$ cat src/rtl/matrix_pkg.sv
// Shared types and defaults for the matrix stream loader and its multiplier.
// Holds the loader state enum, index-width helper and default dimensions.
package matrix_pkg;

    localparam int DEFAULT_MATRIX_SIZE = 3;
    localparam int DEFAULT_WORD_LENGTH = 8;

    typedef enum logic [1:0] {
        LOAD_A  = 2'd0,
        LOAD_B  = 2'd1,
        CAPTURE = 2'd2,
        DRAIN   = 2'd3
    } state_e;

    // Row/col counters need at least one bit even for N=1.
    function automatic int idx_width(input int n);
        return (n > 2) ? $clog2(n) : 1;
    endfunction

endpackage

$ cat src/rtl/mat_idx_counter.sv
// Row-major (row, col) index counter over an N x N matrix.
// Ports: clk, rst_n, clear, advance in; row, col, at_last out.
module mat_idx_counter
    import matrix_pkg::*;
#(
    parameter int N = DEFAULT_MATRIX_SIZE,
    localparam int IDX_W = idx_width(N)
) (
    input  logic             clk,
    input  logic             rst_n,
    input  logic             clear,
    input  logic             advance,
    output logic [IDX_W-1:0] row,
    output logic [IDX_W-1:0] col,
    output logic             at_last
);

    // Wrap point is N-1, not the counter's power-of-two limit.
    localparam logic [IDX_W-1:0] LAST = IDX_W'(N - 1);

    logic [IDX_W-1:0] row_q;
    logic [IDX_W-1:0] row_d;
    logic [IDX_W-1:0] col_q;
    logic [IDX_W-1:0] col_d;

    always_comb begin
        row_d = row_q;
        col_d = col_q;
        if (clear) begin
            row_d = '0;
            col_d = '0;
        end else if (advance) begin
            if (col_q == LAST) begin
                col_d = '0;
                if (row_q == LAST) begin
                    row_d = '0;
                end else begin
                    row_d = row_q + 1'b1;
                end
            end else begin
                col_d = col_q + 1'b1;
            end
        end
    end

    always_ff @(posedge clk or negedge rst_n) begin
        if (!rst_n) begin
            row_q <= '0;
            col_q <= '0;
        end else begin
            row_q <= row_d;
            col_q <= col_d;
        end
    end

    assign row     = row_q;
    assign col     = col_q;
    assign at_last = (row_q == LAST) && (col_q == LAST);

endmodule

$ cat src/rtl/matrix_stream_loader.sv
// Stream loader/drainer around a combinational N x N matrix multiplier.
// Ports: in_* word stream in, A_out/B_out/C_in to multiplier, out_* stream.
module matrix_stream_loader
    import matrix_pkg::*;
#(
    parameter int MATRIX_SIZE = DEFAULT_MATRIX_SIZE,
    parameter int WORD_LENGTH = DEFAULT_WORD_LENGTH,
    localparam int N = MATRIX_SIZE,
    localparam int W = WORD_LENGTH,
    localparam int IDX_W = idx_width(MATRIX_SIZE)
) (
    input  logic         clk,
    input  logic         rst_n,
    input  logic         in_valid,
    output logic         in_ready,
    input  logic [W-1:0] in_data,
    output logic [W-1:0] A_out [0:N-1][0:N-1],
    output logic [W-1:0] B_out [0:N-1][0:N-1],
    input  logic [W-1:0] C_in  [0:N-1][0:N-1],
    output logic         mats_valid,
    output logic         out_valid,
    input  logic         out_ready,
    output logic [W-1:0] out_data,
    output logic         out_last
);

    state_e state_q;
    state_e state_d;

    logic in_ready_q;
    logic in_ready_d;
    logic mats_valid_q;
    logic mats_valid_d;
    logic out_valid_q;
    logic out_valid_d;

    logic [W-1:0] a_q [0:N-1][0:N-1];
    logic [W-1:0] a_d [0:N-1][0:N-1];
    logic [W-1:0] b_q [0:N-1][0:N-1];
    logic [W-1:0] b_d [0:N-1][0:N-1];
    logic [W-1:0] c_q [0:N-1][0:N-1];
    logic [W-1:0] c_d [0:N-1][0:N-1];

    logic [IDX_W-1:0] row;
    logic [IDX_W-1:0] col;
    logic             at_last;
    logic             cnt_clear;
    logic             cnt_advance;

    logic in_hs;
    logic out_hs;
    logic a_wr;
    logic b_wr;
    logic c_cap;

    // One counter serves load indexing and drain indexing; the
    // phases never overlap and each ends with the counter cleared.
    mat_idx_counter #(
        .N (N)
    ) u_idx (
        .clk     (clk),
        .rst_n   (rst_n),
        .clear   (cnt_clear),
        .advance (cnt_advance),
        .row     (row),
        .col     (col),
        .at_last (at_last)
    );

    assign in_hs  = in_valid && in_ready_q;
    assign out_hs = out_valid_q && out_ready;

    always_comb begin
        state_d     = state_q;
        cnt_clear   = 1'b0;
        cnt_advance = 1'b0;
        a_wr        = 1'b0;
        b_wr        = 1'b0;
        c_cap       = 1'b0;
        case (state_q)
            LOAD_A: begin
                if (in_hs) begin
                    a_wr = 1'b1;
                    if (at_last) begin
                        cnt_clear = 1'b1;
                        state_d   = LOAD_B;
                    end else begin
                        cnt_advance = 1'b1;
                    end
                end
            end
            LOAD_B: begin
                if (in_hs) begin
                    b_wr = 1'b1;
                    if (at_last) begin
                        cnt_clear = 1'b1;
                        state_d   = CAPTURE;
                    end else begin
                        cnt_advance = 1'b1;
                    end
                end
            end
            CAPTURE: begin
                c_cap   = 1'b1;
                state_d = DRAIN;
            end
            DRAIN: begin
                if (out_hs) begin
                    if (at_last) begin
                        cnt_clear = 1'b1;
                        state_d   = LOAD_A;
                    end else begin
                        cnt_advance = 1'b1;
                    end
                end
            end
            default: begin
                state_d = LOAD_A;
            end
        endcase

        // Handshake flags are registered from the next state so they
        // never depend combinationally on in_valid or out_ready.
        in_ready_d   = (state_d == LOAD_A) || (state_d == LOAD_B);
        mats_valid_d = (state_d == CAPTURE) || (state_d == DRAIN);
        out_valid_d  = (state_d == DRAIN);
    end

    always_ff @(posedge clk or negedge rst_n) begin
        if (!rst_n) begin
            state_q      <= LOAD_A;
            in_ready_q   <= 1'b0;
            mats_valid_q <= 1'b0;
            out_valid_q  <= 1'b0;
        end else begin
            state_q      <= state_d;
            in_ready_q   <= in_ready_d;
            mats_valid_q <= mats_valid_d;
            out_valid_q  <= out_valid_d;
        end
    end

    always_comb begin
        a_d = a_q;
        b_d = b_q;
        c_d = c_q;
        if (a_wr) begin
            a_d[row][col] = in_data;
        end
        if (b_wr) begin
            b_d[row][col] = in_data;
        end
        if (c_cap) begin
            c_d = C_in;
        end
    end

    always_ff @(posedge clk or negedge rst_n) begin
        if (!rst_n) begin
            a_q <= '{default: '0};
            b_q <= '{default: '0};
            c_q <= '{default: '0};
        end else begin
            a_q <= a_d;
            b_q <= b_d;
            c_q <= c_d;
        end
    end

    // out_data follows the drain index; it is forced to zero outside DRAIN.
    always_comb begin
        out_data = '0;
        if (out_valid_q) begin
            out_data = c_q[row][col];
        end
    end

    assign out_last   = out_valid_q && at_last;
    assign in_ready   = in_ready_q;
    assign mats_valid = mats_valid_q;
    assign out_valid  = out_valid_q;
    assign A_out      = a_q;
    assign B_out      = b_q;

endmodule

$ cat config.mk
export PLATFORM = sky130hd
export DESIGN_NAME = matrix_stream_loader
export DESIGN_NICKNAME = d
export VERILOG_FILES = /design/src/rtl/matrix_pkg.sv /design/src/rtl/mat_idx_counter.sv /design/src/rtl/matrix_stream_loader.sv
export SDC_FILE = /design/constraint.sdc
export NUM_CORES = 1
export LEC_CHECK = 0
export BUFFER_PORTS_ARGS = -buffer_cell sky130_fd_sc_hd__buf_2
export CAP_MARGIN = 20
export CORE_UTILIZATION = 40
export CTS_CLUSTER_DIAMETER = 80
export DETAILED_ROUTE_END_ITERATION = 8
export PLACE_DENSITY = 0.67
export SLEW_MARGIN = 20
export SYNTH_ARGS = -nofsm -noshare
export SYNTH_HDL_FRONTEND = slang
export SYNTH_SLANG_ARGS = --single-unit
export TNS_END_PERCENT = 50
$ cat constraint.sdc
create_clock -name clk -period 2.3 [get_ports clk]
set_clock_uncertainty 0.05 [all_clocks]
set_input_delay 0.46 -clock clk [delete_from_list [all_inputs] [get_ports clk]]
set_output_delay 0.46 -clock clk [all_outputs]
set_load 0.005 [all_outputs]
# After elaboration in Yosys (flattened, before gate mapping)
# Cells that the tools add are included.
[totals]
reg_bits = 225
in_bits = 84
output_inout_bits = 156
elab_cells = 102
[classes]
addsub = 2
order_cmp = 4
n_eq_ne = 8
n_mux = 39
n_bitwise = 2
reduce_logical = 14
[op_table]
columns = ["operator", "count"]
rows = [
  ["$bwmux W72", 2],
  ["$mux W24", 3],
  ["$bmux W24 S2", 1],
  ["$demux W24 S2", 1],
  ["$mux W8", 4],
  ["$mux W2", 13],
  ["$bmux W8 S2", 1],
  ["$demux W8 S2", 1],
  ["$eq A2 B2 Y1 const B", 6],
  ["$mux W1", 10],
  ["$pmux W2 S4", 1],
  ["$ge A3 B3 Y1 const B", 2],
  ["$logic_and A1 B1 Y1", 6],
  ["$lt A3 B1 Y1 const B", 2],
  ["$not A2 Y3", 2],
  ["$add A2 B1 Y2 const B", 2],
  ["$eq A2 B1 Y1 const B", 2],
  ["$logic_not A2 Y1", 2],
  ["$pmux W1 S2", 2],
  ["$reduce_bool A2 Y1", 2],
  ["$logic_or A1 B1 Y1", 2],
  ["$reduce_and A2 Y1", 1],
  ["$reduce_or A2 Y1", 1],
]

# Logic depth before layout (Yosys ltp)
# Gate-level depths: netlist of the first run.
[depth]
ltp_word = 8
mapped_depth = 7
ltp_nobuf = 4

# By module
# From an unflattened synthesis of the first run, not the netlist that was laid out.
[hier_totals]
hier_cells = 630
area_unflattened_um2 = 9410.3
[by_module_without_submodules]
columns = ["module", "n_inst", "cells_per_inst", "area_per_inst_um2", "seq_area_each_um2"]
rows = [
  ["matrix_stream_loader", 1, 612, 9196.3, 5530.3],
  ["mat_idx_counter", 1, 18, 214.0, 100.1],
]

# Least setup slack after synthesis of the first run
# Ideal clock, no wire load.
[synth_timing]
kind = "register -> output"
start = "reg u_idx.row_q[0] (netlist: u_idx.row[0])"
end = "out out_data[6]"
arrival_ns = 1.365
required_ns = 1.790
slack_ns = 0.425
path_stages_with_launch = 7
path_buffers = 2
path_cell_list = "dfrtp_1 > nor2b_1 > buf_2 > buf_4 > a22oi_1 > o32ai_1 > o31a_1"
[synth_via]
elab_chain_len = 8
[synth_lines]
columns = ["element", "line_no", "rtl"]
rows = [
  ["start: declaration", "mat_idx_counter.sv:21", "logic [IDX_W-1:0] row_q;"],
  ["start signal: assignment", "mat_idx_counter.sv:51", "row_q <= row_d;"],
  ["$not A2 Y3 (implied by the code)", "matrix_stream_loader.sv:174", "out_data = c_q[row][col];"],
  ["$bmux W24 S2", "matrix_stream_loader.sv:174", ""],
  ["$mux W24 (implied by the code) (2 in a row)", "matrix_stream_loader.sv:174", ""],
  ["$bmux W8 S2", "matrix_stream_loader.sv:174", ""],
  ["$mux W8 (implied by the code) (2 in a row)", "matrix_stream_loader.sv:174", ""],
  ["$mux W8", "matrix_stream_loader.sv:173", "if (out_valid_q) begin"],
  ["end: declaration", "matrix_stream_loader.sv:23", "output logic [W-1:0] out_data,"],
]
# Every way passes these cells. The select of a mux whose other input is x is not followed.

# Final worst setup path of the first run
[layout_timing]
start = "reg u_idx.row_q[1] (netlist: u_idx.row[1])"
end = "out out_data[4]"
# The elaborated chain is that of the path after synthesis.

==> results of run 1 <==
==> report_power, final <==
part           leakage [nW]  switching [W]  total, W  internal (W)
logic                  2.76        0.00236   0.00554       0.00318
registers              2.90       0.000924   0.00653       0.00561
clock network         0.384        0.00152   0.00383       0.00231
total                  6.04        0.00480    0.0159        0.0111
==> layout make-up <==
cell class | count | area (um2)
Antenna cell | 3 | 7.51
Clock buffer | 36 | 697
Clock inverter | 6 | 83.8
Fill cell | 1946 | 10700
Multi-Input combinational cell | 353 | 3570
Sequential cell | 225 | 5630
Tap cell | 313 | 392
Timing Repair Buffer | 281 | 1660
==> layer usage <==
layer | GRT usage [%] | up-vias
met2 | 32.2 | 190
li1 | - | 2758
met5 | 0 | -
met1 | 26.5 | 3065
met3 | 3.56 | 49
met4 | 6.65 | 0
==> what timing repair did <==
action / 4_1_cts / 5_1_grt
gates resized for setup: 17 / 9
endpoints found under the hold margin: 65 / 0
hold buffers: 1 / 0
setup endpoints to repair: 9 / 9
pin swaps: 10 / 6
setup buffers: 9 / 9
cloned: 1 / 0
==> stage by stage <==
stage | util (%) | hold WS (ps) | instance area [um2] | instances
detailed placement | 48.3 | 430 | 11000 | 1152
finish | 52.9 | 129 | 12000 | 1217
CTS | 52.4 | 108 | 11900 | 1205
floorplan | - | 114 | 9330 | 613
global placement | 48.3 | 421 | 11000 | 1152
global route | 52.9 | 115 | 12000 | 1216
==> cells in the mapped netlist (all sizes together), types with 2 or more instances <==
master	number	area [um2]
a211oi	5	37.5
a21boi	2	15.0
a21oi	8	40.0
a22oi	2	15.0
and2	3	21.3
and2b	2	15.0
and3	3	18.8
buf	24	149
clkbuf	11	43.8
dfrtp	225	5630
mux2	220	2540
mux2i	21	210
nand2	21	101
nand2b	5	31.3
nand3	10	80.1
nand3b	5	37.5
nor2	13	58.8
nor2b	4	25.0
nor3	5	41.3
o211a	4	40.0
o21ai	4	20.0
o31a	2	17.5
o32ai	6	52.6
==> flip-flops by register name, summed over array words and instances, names as in the netlist <==
signal / count
A_out: 72
B_out: 72
c_q: 72
state_q: 2
u_idx.col: 2
u_idx.row: 2
in_ready: 1
mats_valid: 1
out_valid: 1
==> cells by family after synthesis <==
family                 Yosys count
AO/OA/AOI/OAI                   39
multiplexers                   241
AND/OR/NAND/NOR                 73
flip-flops                     225
buffers and inverters           35
==> final timing paths <==
| check | to | slack, ps | cells past startpoint |
|---|---|---|---|
| max | out_data[4] | -270 | 6 |
| min | c_q[57] | 130 | 2 |
| max reg2reg | B_out[56] | 270 | 6 |
| min reg2reg | B_out[27] | 450 | 1 |
| max in group asynchronous | u_idx.col[0] | 1030 | 3 |
| min in group asynchronous | B_out[8] | 490 | 2 |
==> critical path: cells and delay by family, from the launching register on <==
kind,cells,cell delay [ps]
AO/OA/AOI/OAI,3,670
flip-flops,1,440
buffers and inverters,3,430
==> impl_metrics.csv, run 1 <==
group,metric,value,unit
timing,setup_viol,8,
clocking,clkTransAtPathRegs,60,ps
timing,timing.final.crit_share,112,%
worst_setup_path,cp_cell_sequence,"buf_4 > buf_16 > a211o_1 > a221o_1 > a21boi_1 > buf_2",
timing,tns,-1980,ps
pwr,finalPower,0.0159,W
route,wl_met3,1300,um
worst_setup_path,crit_slowest_cell,"dfrtp_2",
route,drtIter0Drc,244,
timing,fin_crit,2570,ps
yosys,mappedNetlistArea,9330,um2
clocking,cts.path.max_buffers,3,
clocking,h-tree-depth,1,
yosys,ys_ff_latch,225,
yosys,synth_edf_count,0,
timing,worst_slack,-274,ps
pwr,leakage,6.04,nW
placed_design,gp_congestion,0.838,
global_routing,grt_pass1_vias,6320,
timing,final_hold_viol_count,0,
global_routing,grt_overflow,0,
yosys,synthAdderAreaFrac,0,%
yosys,synthMuxAreaShare,29.5,%
global_routing,grt_pass1_wl,36600,um
worst_setup_path,endpoint_kind,"output pin",
timing,slew_headroom,59.7,%
route,vias,6062,
worst_setup_path,critPathLaunch,"u_idx.row[1]",
clocking,numCtsBuffers,25,
layout,drive_above_1_share,63.0,%
route,wl_met2,11000,um
worst_hold_path,hp-start,"C_in[57]",
clocking,cts_sinks,225,
route,postRouteAntennaNets,0,
worst_setup_path,path_class,"flop to output pin",
placed_design,hpwl,16700,um
yosys,ys.flop_type,"dfrtp_1",
outcome,status,"complete, but fails checks",
timing,worstMarginPinSlew,604,ps
placed_design,post-place-ws,199,ps
timing,fmax,0.389,GHz
die,rows,55,
pwr,powerDensity,1320,nW/um2
yosys,avgSynthCellArea,15.2,um2
route,top_layer,"met4",
yosys,yosys_warnings,0,
die,core,22800,um2
global_routing,grt_max_degree,73,
yosys,async_flop_share,100,%
yosys,synth-xor-area-share,0,%
route,first_pass_iters,5,
yosys,yosysUniqueCellTypes,45,
route,wirelength,23500,um
die,dieArea,23900,um2
die,io-pin-count,240,
timing,rsz0062_at_grt,"true",
clocking,cts_tree,"done",
worst_setup_path,critPathArrivalTime,2060,ps
yosys,syn-num-nets,697,
route,drt-met1-wl,10400,um
route,wl_per_cell,19.3,um
die,initial_core_util,40.9,%
flow_run,maxCapViolCount,0,
worst_setup_path,required,1790,ps
yosys,synthSimpleGateAreaFrac,5.02,%
yosys,syn-instance-count,613,
layout,final_net_count,970,
layout,final_common_cell,"buf_2",
worst_hold_path,hp-class,"primary input to flop",
clocking,cts_root_buffer,"clkbuf_16",
outcome,violations,"setup timing",
yosys,synth_top_family_by_area,"multiplexers",
die,dieHeight,155,um
timing,slew_violations,0,
route,vias_per_cell,4.98,
pwr,ir_worst_vdd,0.000511,V
worst_setup_path,path_max_fanout,7,
clocking,clk_latency,510,ps
global_routing,antenna_found_initial,3,
layout,synthToLayoutAreaGrowth,29.1,%
worst_setup_path,startpoint_type,"flop",
worst_setup_path,max_stage_delay,440,ps
layout,final_cell_mix,"238 x buf_2, 222 x dfrtp_1, 201 x mux2_2",
yosys,synth_compound_area_share,3.09,%
global_routing,grt_usage,19.7,%
yosys,synth-seq-area-share,60.4,%
die,die_w,155,um
placed_design,numPortBuffers,239,
route,drc,0,
worst_setup_path,r2r_start,"u_idx.row[1]",
No activity file was read; power rests on OpenSTA's default activity.
==> inputs of run 2 (changes only) <==
--- a/config.mk
+++ b/config.mk
@@ -9,2 +9,3 @@
 export CAP_MARGIN = 20
+export CORE_MARGIN = 10
 export CORE_UTILIZATION = 40
==> constraint.sdc (replaced) <==
create_clock -name clk -period 2.3 [get_ports clk]
set_clock_uncertainty 0.05 [all_clocks]
set_input_delay 0 -clock clk [delete_from_list [all_inputs] [get_ports clk]]
set_output_delay 0 -clock clk [all_outputs]
set_load 0.005 [all_outputs]
==> run 2 against run 1 <==
The flow now finishes without violations; final area increased by 4.8%; largest cell class unchanged; highest routed layer unchanged; register-to-register slack improved by 30 ps; flip-flop and latch count unchanged; non-clock buffer count increased by 50; first-iteration DRC count increased by 90%; worst hold slack got worse by 120 ps; fmax increased by 17%; final cell count increased by 4.4%; power increased by 1.9%.
==> impl_metrics.csv, run 2 (same netlist as run 1, synthesis figures left out) <==
group,metric,value,unit
worst_setup_path,critPathArrivalTime,2140,ps
clocking,h-tree-depth,1,
timing,fin_crit,2190,ps
worst_setup_path,r2r_start,"state_q[1]",
layout,final_cell_mix,"238 x buf_2, 222 x dfrtp_1, 201 x mux2_2",
die,dieArea,29800,um2
die,die_w,173,um
clocking,clk_latency,510,ps
pwr,ir_worst_vdd,0.000574,V
worst_setup_path,critPathTopFamily,"flip-flops",
clocking,numCtsBuffers,25,
die,core,22800,um2
route,vias,6320,
worst_setup_path,endpoint_kind,"output pin",
outcome,status,"finished, final reports clean",
die,initial_core_util,40.9,%
layout,final_common_cell,"buf_2",
timing,slew_headroom,59.2,%
timing,timing.final.crit_share,95.3,%
pwr,internal_power,0.0113,W
die,rows,55,
worst_setup_path,path_max_fanout,20,
pwr,netSwitchingFraction,30.3,%
timing,rsz0062_at_grt,"false",
die,dieHeight,173,um
layout,fillCellCount,1861,
route,first_pass_iters,4,
layout,synthToLayoutAreaGrowth,35.3,%
pwr,p_switching,0.00490,W
placed_design,numPortBuffers,239,
placed_design,post-place-ws,311,ps
worst_setup_path,cp_cell_sequence,"nor2b_4 > buf_12 > nand2_1 > o211a_1 > o32ai_1 > buf_2",
pwr,powerDensity,1280,nW/um2
route,drtIter0Drc,464,
timing,whs,8.05,ps
worst_setup_path,max_stage_delay,470,ps
clocking,cts.path.max_buffers,3,
layout,drive_above_1_share,56.5,%
global_routing,grt_usage,17.3,%
clocking,cts_sinks,225,
pwr,leakage,6.27,nW
placed_design,hpwl,18300,um
worst_setup_path,r2r_end,"B_out[13]",
worst_setup_path,path_buf_inv,2,
route,postRouteAntennaNets,0,
pwr,p_seq_share,40.6,%
clocking,cts_root_buffer,"clkbuf_16",
timing,slew_violations,0,
worst_setup_path,startpoint_type,"flop",
route,wirelength,26400,um
clocking,clkTransAtPathRegs,60,ps
timing,worstMarginPinSlew,612,ps
worst_setup_path,ff2ff_path_depth,3,
timing,tns,0,ps
worst_setup_path,ff2ff_setup_slack,300,ps
timing,fmax,0.456,GHz
global_routing,antenna_found_initial,2,
timing,setup_viol,0,
timing,final_hold_viol_count,0,
worst_setup_path,crit_slowest_cell,"dfrtp_1",
layout,final_net_count,1020,
worst_setup_path,required,2250,ps
global_routing,grt_overflow,0,
clocking,cts_tree,"done",
global_routing,grt_pass1_wl,41700,um
worst_setup_path,path_class,"flop to output pin",
placed_design,gp_congestion,0.760,
timing,worst_slack,108,ps
global_routing,grt_pass1_vias,6850,
die,io-pin-count,240,
pwr,share_comb_of_total_power,32.5,%
global_routing,grt_max_degree,78,
route,vias_per_cell,4.98,
pwr,power_frac_clock,27.0,%
clocking,cts_setup_buffers,0,
route,drc,0,
worst_hold_path,hp-class,"primary input to async pin",
route,wl_per_cell,20.8,um
flow_run,maxCapViolCount,0,
run 2: per-layer routing:
metal / vias up / part of all wire (%) / GRT usage (%)
met5: - / 0 / 0
met4: 0 / 3.3 / 6.47
met3: 54 / 5.1 / 3.59
met2: 190 / 47 / 27.6
met1: 3210 / 44 / 22.8
li1: 2866 / - / -
run 2: final cells by class:
| cell class | count | area [um2] | area share (%) |
|---|---|---|---|
| diodes | 2 | 5.00 | 0.0397 |
| clock buffers | 34 | 689 | 5.46 |
| clock inverters | 12 | 214 | 1.70 |
| multi-input cells | 353 | 3520 | 27.9 |
| flip-flops and latches | 225 | 5630 | 44.7 |
| well taps | 313 | 392 | 3.10 |
| repair buffers | 331 | 2160 | 17.1 |
run 2: worst max-delay path by stage:
stage / startpoint / end / slack, ps / cells past startpoint
final: u_idx.row[0] / out_data[3] / 110 / 6
after global routing: u_idx.row[0] / out_data[3] / 10 / 6
after CTS: u_idx.row[0] / out_data[3] / 30 / 6
after detailed placement: state_q[1] / B_out[15] / 310 / 3
after global placement: state_q[1] / B_out[8] / 390 / 3
after floorplan: state_q[1] / B_out[32] / 720 / 5
run 2: what timing repair did:
item	4_1_cts	5_1_grt
gates resized for setup	4	7
endpoints found under the setup margin	2	5
hold buffers	75	0
endpoints found under the hold margin	311	0
run 2: power by group through the flow:
| stage | sequential (W) | clock (W) | combinational (W) |
|---|---|---|---|
| finish | 0.00657 | 0.00437 | 0.00526 |
| global route | 0.00680 | 0.00463 | 0.00575 |
| CTS | 0.00656 | 0.00446 | 0.00532 |
| detailed placement | 0.00661 | 0 | 0.00519 |
| global placement | 0.00657 | 0 | 0.00509 |
| floorplan | 0.00648 | 0 | 0.00293 |
run 2: stage by stage:
stage,std cells,total power (W),utilization [%],area [um2]
6_report,1270,0.0162,55.4,12600
5_1_grt,1270,0.0172,55.4,12600
4_1_cts,1268,0.0163,55.3,12600
3_5_place_dp,1147,0.0118,48.0,10900
3_3_place_gp,1147,0.0117,48.0,10900
2_1_floorplan,613,0.00941,-,9330
run 2: worst register-to-register path, stage by stage (launching register included):
cell	delay, ps
dfrtp_1	450
and4b_1	480
and3_1	550
mux2_4	350
